==> src/rtl/addsub_pkg.sv <==
// Shared definitions for the 4-bit adder/subtractor result interface.
// Holds the result-word mode encoding (common with the add/sub datapath),
// the decoded value width, and the accumulator FSM state encoding.
package addsub_pkg;

  localparam logic MODE_ADD = 1'b0;
  localparam logic MODE_SUB = 1'b1;

  // Width of a decoded result word: add range 0..31, subtract range -15..15.
  localparam int DEC_W = 6;

  typedef enum logic [1:0] {
    IDLE  = 2'd0,
    ACCUM = 2'd1,
    DONE  = 2'd2
  } acc_state_e;

endpackage

==> src/rtl/addsub_decode.sv <==
// Combinational decoder for one {mode, magnitude, flag} result word.
// Ports:
//   mode - MODE_ADD or MODE_SUB
//   mag  - 4-bit result magnitude / sum bits
//   flag - add: carry out; subtract: negative (borrow) flag
//   dec  - signed DEC_W-bit value of the result word
module addsub_decode
  import addsub_pkg::*;
(
  input  logic             mode,
  input  logic [3:0]       mag,
  input  logic             flag,
  output logic [DEC_W-1:0] dec
);

  logic [DEC_W-1:0] mag_ext;

  assign mag_ext = {2'b00, mag};

  always_comb begin
    dec = '0;
    if (mode == MODE_ADD) begin
      // Carry becomes bit 4 of a non-negative 5-bit sum.
      dec = {1'b0, flag, mag};
    end else if (flag) begin
      dec = -mag_ext;
    end else begin
      dec = mag_ext;
    end
  end

endmodule

==> src/rtl/addsub_result_accumulator.sv <==
// Frame accumulator for add/sub result words.
// Accepts result words over in_valid/in_ready, sums frame_len of them into a
// saturating signed ACC_W-bit total, then offers the total on
// out_valid/out_ready.
// Handshakes: a transfer happens on a rising clk edge where valid and ready
// are both high; valid-side data is don't-care while valid is low.
// Ports:
//   clk, rst_n            - clock, asynchronous active-low reset
//   start, frame_len      - begin a frame of frame_len words (IDLE only)
//   in_valid, in_ready    - result word handshake
//   in_mode/in_mag/in_flag- result word fields
//   out_valid, out_ready  - frame total handshake
//   out_sum               - signed frame total (running sum while accumulating)
//   out_count             - words accumulated
//   out_sat               - sticky saturation indicator for the frame
module addsub_result_accumulator
  import addsub_pkg::*;
#(
  parameter int ACC_W = 12,
  parameter int CNT_W = 4
) (
  input  logic             clk,
  input  logic             rst_n,
  input  logic             start,
  input  logic [CNT_W-1:0] frame_len,
  input  logic             in_valid,
  output logic             in_ready,
  input  logic             in_mode,
  input  logic [3:0]       in_mag,
  input  logic             in_flag,
  output logic             out_valid,
  input  logic             out_ready,
  output logic [ACC_W-1:0] out_sum,
  output logic [CNT_W-1:0] out_count,
  output logic             out_sat
);

  acc_state_e       state_q, state_d;
  logic [CNT_W-1:0] len_q, len_d;
  logic [CNT_W-1:0] count_q, count_d;
  logic [ACC_W-1:0] acc_q, acc_d;
  logic             sat_q, sat_d;

  logic [DEC_W-1:0] dec;
  logic [ACC_W:0]   dec_ext;
  logic [ACC_W:0]   sum_wide;
  logic             ovf;
  logic [ACC_W-1:0] sum_clamped;
  logic [CNT_W-1:0] count_inc;
  logic             accept;

  addsub_decode u_decode (
    .mode (in_mode),
    .mag  (in_mag),
    .flag (in_flag),
    .dec  (dec)
  );

  // One extra bit of headroom: overflow shows as the top two bits differing.
  assign dec_ext  = {{(ACC_W + 1 - DEC_W){dec[DEC_W-1]}}, dec};
  assign sum_wide = {acc_q[ACC_W-1], acc_q} + dec_ext;
  assign ovf      = sum_wide[ACC_W] ^ sum_wide[ACC_W-1];

  always_comb begin
    sum_clamped = sum_wide[ACC_W-1:0];
    if (ovf) begin
      sum_clamped = sum_wide[ACC_W] ? {1'b1, {(ACC_W-1){1'b0}}}
                                    : {1'b0, {(ACC_W-1){1'b1}}};
    end
  end

  assign count_inc = count_q + CNT_W'(1);
  assign in_ready  = (state_q == ACCUM);
  assign out_valid = (state_q == DONE);
  assign accept    = in_valid && in_ready;

  always_comb begin
    state_d = state_q;
    len_d   = len_q;
    count_d = count_q;
    acc_d   = acc_q;
    sat_d   = sat_q;
    case (state_q)
      IDLE: begin
        if (start && (frame_len != '0)) begin
          len_d   = frame_len;
          count_d = '0;
          acc_d   = '0;
          sat_d   = 1'b0;
          state_d = ACCUM;
        end
      end
      ACCUM: begin
        if (accept) begin
          acc_d   = sum_clamped;
          sat_d   = sat_q | ovf;
          count_d = count_inc;
          if (count_inc == len_q) begin
            state_d = DONE;
          end
        end
      end
      DONE: begin
        if (out_ready) begin
          state_d = IDLE;
        end
      end
      default: state_d = IDLE;
    endcase
  end

  always_ff @(posedge clk or negedge rst_n) begin
    if (!rst_n) begin
      state_q <= IDLE;
      len_q   <= '0;
      count_q <= '0;
      acc_q   <= '0;
      sat_q   <= 1'b0;
    end else begin
      state_q <= state_d;
      len_q   <= len_d;
      count_q <= count_d;
      acc_q   <= acc_d;
      sat_q   <= sat_d;
    end
  end

  assign out_sum   = acc_q;
  assign out_count = count_q;
  assign out_sat   = sat_q;

endmodule

==> config.mk <==
export PLATFORM = sky130hd
export DESIGN_NAME = addsub_result_accumulator
export DESIGN_NICKNAME = d
export VERILOG_FILES = /design/src/rtl/addsub_pkg.sv /design/src/rtl/addsub_decode.sv /design/src/rtl/addsub_result_accumulator.sv
export SDC_FILE = /design/constraint.sdc
export NUM_CORES = 1
export LEC_CHECK = 0
export ABC_AREA = 1
export CAP_MARGIN = 10
export CORE_ASPECT_RATIO = 1.4
export CORE_MARGIN = 4
export CORE_UTILIZATION = 35
export CTS_BUF_LIST = sky130_fd_sc_hd__clkbuf_2 sky130_fd_sc_hd__clkbuf_4 sky130_fd_sc_hd__clkbuf_8
export CTS_CLUSTER_DIAMETER = 150
export DETAILED_ROUTE_END_ITERATION = 6
export SETUP_SLACK_MARGIN = 0.3
export SYNTH_ARGS = -nofsm -noshare
export SYNTH_HDL_FRONTEND = slang
export SYNTH_SLANG_ARGS = --single-unit
==> constraint.sdc <==
create_clock -name clk -period 5.2 [get_ports clk]
set_clock_uncertainty 0.1 [all_clocks]
set_input_delay 0.78 -clock clk [delete_from_list [all_inputs] [get_ports clk]]
set_output_delay 0.78 -clock clk [all_outputs]
set_load 0.1 [all_outputs]
==> results of run 1 <==
-- worst max-delay path, stage by stage --
cell,delay [ns]
clkdlybuf4s50_1,0.45
o31ai_1,0.37
nand2_1,0.28
ha_1,0.45
nand2_2,0.13
inv_2,0.04
a21oi_2,0.17
nand3_1,0.11
nand2_1,0.08
nand2_2,0.08
a21oi_2,0.68
o21ai_2,0.12
nand2_2,0.08
-- metrics by stage --
step	std cells	worst slack (ns)	instance area (sq um)
after floorplan	259	2.35	1940
after global placement	356	1.20	2330
after detailed placement	356	1.16	2330
after CTS	360	1.44	2380
after global routing	361	1.16	2400
final	361	1.46	2400
-- cell usage after synthesis --
library cell and instances:
nand2_2 21, nor3b_1 1, buf_4 1, o21ai_0 10
clkinv_2 1, dfrtp_1 23, nand3b_1 1, nand2_1 73
xor2_1 7, inv_2 10, nand3_2 2, nand2_8 1
nand4_1 5, nand2_4 4, nor2_1 9, nor2_2 2
o31ai_1 2, fa_1 1, a21oi_1 6, xnor2_1 6
ha_1 14, a31oi_1 3, o311ai_0 1, buf_6 1
nor3_2 1, nand3_1 12, inv_1 28, o21ai_2 8
a21oi_2 4, nor3_1 1
-- area by class of cell --
cell class / instances / area [sq um]
Clock inverter: 1 / 5.00
Inverter: 39 / 148
Clock buffer: 3 / 41.3
Sequential cell: 23 / 576
Multi-Input combinational cell: 195 / 1190
Timing Repair Buffer: 34 / 358
Fill cell: 560 / 2870
Tap cell: 66 / 82.6
-- sequential cells by signal, summed over array words and instances, names as in the netlist --
name / cells
out_sat: 1
out_sum: 12
out_count: 4
len_q: 4
state_q: 2
-- cell families after synthesis --
family / count (synthesis) / share of synthesized area [%]
AOI/OAI and AO/OA: 34 / 11.8
xor gates and xnor gates: 13 / 5.88
adders and majority gates: 15 / 10.1
buffers and inverters: 41 / 8.59
DFF: 23 / 29.7
and+or+nand+nor: 133 / 34.0
-- routing by layer --
metal | part of all wire (%) | up-vias | track usage (%)
met5 | 0 | - | 0
met4 | 0.38 | 0 | 2.82
met3 | 2.9 | 2 | 1.88
met2 | 57 | 21 | 28.1
met1 | 40 | 816 | 14.2
li1 | - | 898 | -
-- worst max-delay path by stage --
stage / from / to / depth (start not counted)
after floorplan: in_mag[1] / out_sum[2] / 15
after CTS: in_mag[2] / out_sum[2] / 13
after global placement: in_mag[0] / out_sum[1] / 15
final: in_mag[2] / out_sum[2] / 13
after global routing: in_mag[2] / out_sum[1] / 13
after detailed placement: in_mag[0] / out_sum[1] / 15
==> results by stage, run 1 <==
Detailed routing:
- Using the TritonRoute via totals, the vias-per-cell ratio works out to a little under 5.
- For this block, the via count after detailed routing is approximately 1,700.
- The detailed router finished its first iteration with 40 violations.
- The first TritonRoute pass finished after 4 iterations.
- The routed wire length per instance is about 12 um.
- For this block, the routed nets add up to 4430 um of wire.
- The count of antenna-violating nets left after detailed routing is 0.
- After detailed routing, the number of remaining DRC violations is 0.

STA:
- Setup violations remaining at the end of the flow were counted as 0.
- Measured against its own limit, the worst slew margin works out to between 30% and 40%.
- Dividing the final minimum period by the clock period gives ~72%.
- The count of pins over their slew limit is 0.
- Setup repair after global routing left no endpoint under its margin.
- The final hold violation count is 0.
- The top achievable clock speed is ~0.27 GHz.
- For the pin with the worst max-slew slack, the measured transition is around 0.98 ns.
- The routed design could run at a clock period as short as 3.74 ns.
- After routing, the total negative slack on setup checks comes to 0 ns.
- On the final layout, the worst hold slack is 0.408 ns.

Global route:
- Global routing consumed, over all layers together, a little over an eighth of the routing resources.
- The total overflow left after global routing is 0.
- The first global-routing pass estimated 7480 um of wire.
- The number of global-route vias before repair was 1,714.
- The initial antenna violation count is 0.
- Entering global routing, the biggest net connects 24 pins.

Synthesis:
- In this run, synthesis produced a sequential element count of 23.
- The post-synthesis cell count is 259.
- The sequential fraction of the synthesis area is approximately 30%.
- The count of yosys warnings during synthesis is 0.
- The portion of synthesized cell area occupied by the leading cell type is between 20 and 30%.
- Ranked by total cell area, the synthesized netlist is headed by dfrtp_1, nand2_1, ha_1.
- The post-synthesis area per instance is about 7.5 sq um.
- The top cell type by total area after synthesis is dfrtp_1.
- The synthesized netlist net count is roughly 290.
- The total standard cell area after synthesis is 0.00194 sq mm.
- The number of unique standard cell types used by synthesis is 30.

Worst setup path:
- Along the worst path, the maximum fanout reaches 11.
- The critical path class is in2reg.
- The startpoint identified for the worst register-to-register timing path is out_sum[0].
- In this run the critical register-to-register path is captured at out_sum[2].
- The worst register-to-register path has a setup slack of between 2 and 2.5 ns.
- The sort of element at the end of the critical path is a flop.
- For the worst flop-to-flop path, the logic depth is 13.
- The critical path required time is around 5.3 ns.
- The data arrival time at the worst-slack endpoint is between 3 and 4 ns.
- The nature of the critical path startpoint is an input port.

Hold path:
- The min-delay analysis places its worst path in the category reg2reg.
- The startpoint identified for the worst hold timing path is len_q[2].
- The worst hold path depth is 2.
- The worst hold endpoint is len_q[2].

Clock tree:
- The number of hold buffers added after cts is 0.
- The number of buffers added by the clock tree synthesis step is 3.
- In this run the number of H-tree levels came out at 1.
- The TritonCTS clock tree is yes.
- The cell chosen for the clock root is clkbuf_8.
- The clock-pin slew reported for the worst setup and hold paths after clock tree synthesis is about 0.080 ns.
- The number of setup buffers added after CTS is 0.
- After clock tree synthesis, the repair step resized 0 gates.
- The CTS sink count is 23.
- The buffer depth of the longest clock path is 2.
- Clock latency on the worst-skew pair, taken at its later pin, is roughly 0.26 ns.

Layout:
- The area growth from synthesis to layout is 24.2%.
- The final net count is roughly 330.
- Leaving out fill and tap cells, the most frequent cell in the layout is nand2_1.
- The top cell types in the final layout, fill and taps aside, are nand2_1, clkdlybuf4s50_1, inv_1.
- The number of antenna cells inserted is 0.
- The final core area utilization is between 40% and 50%.
- The fraction of layout cells with a size suffix above 1 is 20.0%.

Floorplanning:
- The initial core utilization is 36.7%.
- Measured along the x axis, the die boundary spans between 70 and 80 um.
- The number of primary I/O pins is 34.
- The vertical die dimension is a little under 100 um.
- The floorplan row count is 31.
- The placeable core region is around 0.0053 sq mm.
- The die covers between 0.006 and 0.007 sq mm.

Place:
- Detailed placement finished with a half-perimeter wire length of 3570 um.
- The number of buffers inserted by port buffering is 33.
- The routability congestion estimate is approximately 0.77.

Run:
- The max-capacitance violation count is 0.

Outcome:
- The run finished with clean final reports.
Power of run 1 is not shown: default switching activity piles up to over one toggle a cycle in this logic, so the estimate is an artifact.
==> run 2: changes to the inputs <==
==> constraint.sdc (replaced) <==
create_clock -name clk -period 3.35 [get_ports clk]
set_clock_uncertainty 0.1 [all_clocks]
set_input_delay 0.5025 -clock clk [delete_from_list [all_inputs] [get_ports clk]]
set_output_delay 0.5025 -clock clk [all_outputs]
set_load 0.1 [all_outputs]
==> run 2 against run 1 <==
Against the previous run:
- wire length up 3.5%
- hold slack lost 0.0042 ns
- core utilization up 5.6 points
- critical path type unchanged
- critical endpoint is now out_sat
==> results by stage, run 2 (synthesis gave the netlist of run 1 again) <==
Worst setup path:
- STA puts the critical path data required time at 3.46 ns.
- The maximum fanout along the worst path is 9.
- The nature of the critical path startpoint is an input port.
- The data arrival time at the worst-slack endpoint is about 3.0 ns.
- The critical path class is in2reg.
- STA classifies the critical path endpoint as a flop.
- The cell depth of the worst flop-to-flop path is 15.

Floorplanning:
- The floorplan row count is 31.
- The number of primary I/O pins is 34.
- The vertical die dimension is ~96 um.
- The die span in x is 70.9 um.
- The initial core utilization is roughly 37%.
- The die area is 0.00680 sq mm.
- The placeable core region is about 0.0053 sq mm.

Layout:
- From synthesis to final layout, the design area changed by 39.3%.
- The final net count is roughly 350.
- In the layout the commonest cells are nand2_1, buf_4, inv_1.
- The number of antenna diodes in the final layout is 0.
- The count of placed standard cells in the final layout, fillers left out is roughly 390.
- The fraction of layout cells with a size suffix above 1 is between 30% and 40%.
- The leading cell type in the layout, fill and taps excluded is nand2_1.
- The flip-flop count of the largest register after layout is 12.

Place:
- The post-DP HPWL is 3630 um.
- The number of buffers inserted by port buffering is 33.
- Including well taps, the total number of placed cells is between 300 and 400.
- The routability congestion estimate is just over 0.8.

Global route:
- Global routing used between 10% and 20% of the available tracks.
- The global-route wire length before repair is 7710 um.
- The leftover overflow at the end of global routing is 0.
- The pin count of the biggest net entering global routing is 24.
- The number of global-route vias before repair was about 1,700.
- The initial antenna violation count is 0.

Clock tree:
- The H-tree depth reported by CTS is 1.
- The clock latency on the worst-skew pair is between 0.2 and 0.3 ns.
- The tree is rooted in a clkbuf_8.
- The clock-pin slew reported for the worst setup and hold paths after clock tree synthesis is around 0.090 ns.
- TritonCTS built the clock tree.
- In this run, post-CTS hold repair placed 0 buffers.
- The clock drives 23 sinks.
- In this run the deepest clock path goes through 2 buffers.
- The number of buffers added by the clock tree synthesis step is 3.

Run:
- The max-capacitance violation count is 0.

STA:
- The count of pins over their slew limit came to 0.
- Setup violations remaining at the end of the flow were counted as 0.
- The post-layout minimum cycle time is 2.89 ns.
- The tightest slew margin relative to the limit is between 30% and 40%.
- Static timing analysis puts the maximum clock frequency at 0.346 GHz.
- The final hold violation count came to 0.
- Setup repair after global routing left no endpoint under its margin.
- The worst path uses between 80% and 90% of the clock period.
- The slew of the pin with the lowest slew margin is slightly below 1 ns.

Detailed routing:
- The count of vias placed by the detailed router is approximately 1,800.
- The detail route stage leaves a number of antenna-violating nets equal to 0.
- Using the TritonRoute via totals, the vias-per-cell ratio works out to about 4.7.
- The routed design has 4580 um of wire.
- The number of DRC violations after detailed routing is 0.
- The routed wire length per instance is ~12 um.
- The detailed router finished its first iteration with 40 violations.
- The first detailed-routing pass ran for 4 iterations.

Outcome:
- The flow ran to the end, and the final reports show no timing, DRC or antenna violations.

Hold path:
- The worst hold-check path type is reg2reg.
- The worst hold path depth is 2.
## run 2: changes by cell type in the layout (fill, tap and decap cells not counted), sizes merged
cell	change
clkinv	-1
buf	+44
clkbuf	+1
clkdlybuf4s50	-19
dlymetal6s2s	+2
## run 2: path summary, 6_finish.rpt
check,slack [ns],endpoint,from
max,0.46,out_sat,in_mag[2]
min,0.40,len_q[2],len_q[2]
max reg2reg,1.00,out_sum[3],out_sum[0]
min reg2reg,0.40,len_q[2],len_q[2]
max in group asynchronous,2.41,out_sum[9],rst_n
min in group asynchronous,0.49,out_sum[0],rst_n
## run 2: repair_timing
item | 4_1_cts | 5_1_grt
resized for setup | 1 | 20
buffers inserted | 0 | 1
endpoints found under the setup margin | 11 | 12
pin swaps | 0 | 4
## run 2: worst max-delay path, cell delays in order
cell and delay (ns):
clkdlybuf4s50_1 0.44, o31ai_2 0.31, nand2_1 0.10, buf_6 0.18, ha_4 0.30, nand2_2 0.08, nor2_2 0.17, nand3_2 0.13
nand3_1 0.10, nand2_1 0.07, nand2_2 0.09, buf_4 0.12, nand2_4 0.07, nand2_8 0.13, nand2_2 0.06, a21oi_2 0.11
## run 2: per-layer routing
layer / share of wire (%) / vias up / routed length (um) / global-route usage, %
met4: 1.0 / 0 / 46 / 3.29
li1: - / 958 / - / -
met3: 2.4 / 6 / 110 / 2.19
met5: 0 / - / 0 / 0
met1: 42 / 824 / 1910 / 15.8
met2: 55 / 18 / 2520 / 27.4
## run 2: layout make-up
class / count / area, sq um
flip-flops and latches: 23 / 576
fillers: 550 / 2580
well taps: 66 / 82.6
inverters: 39 / 148
multi-input cells: 195 / 1330
repair buffers: 61 / 519
clock buffers: 4 / 48.8
## run 2: stage by stage
step	utilization (%)	hold slack, ns	setup slack, ns	area, sq um	setup TNS (ns)
floorplan	-	0.107	0.521	1940	0
global placement	47.2	0.382	-0.202	2490	-1.99
detailed placement	47.2	0.389	-0.227	2490	-2.34
CTS	48.3	0.411	0.304	2550	0
global route	51.2	0.434	0.280	2700	0
finish	51.2	0.403	0.461	2700	0
Power of run 2 is left out for the same reason.
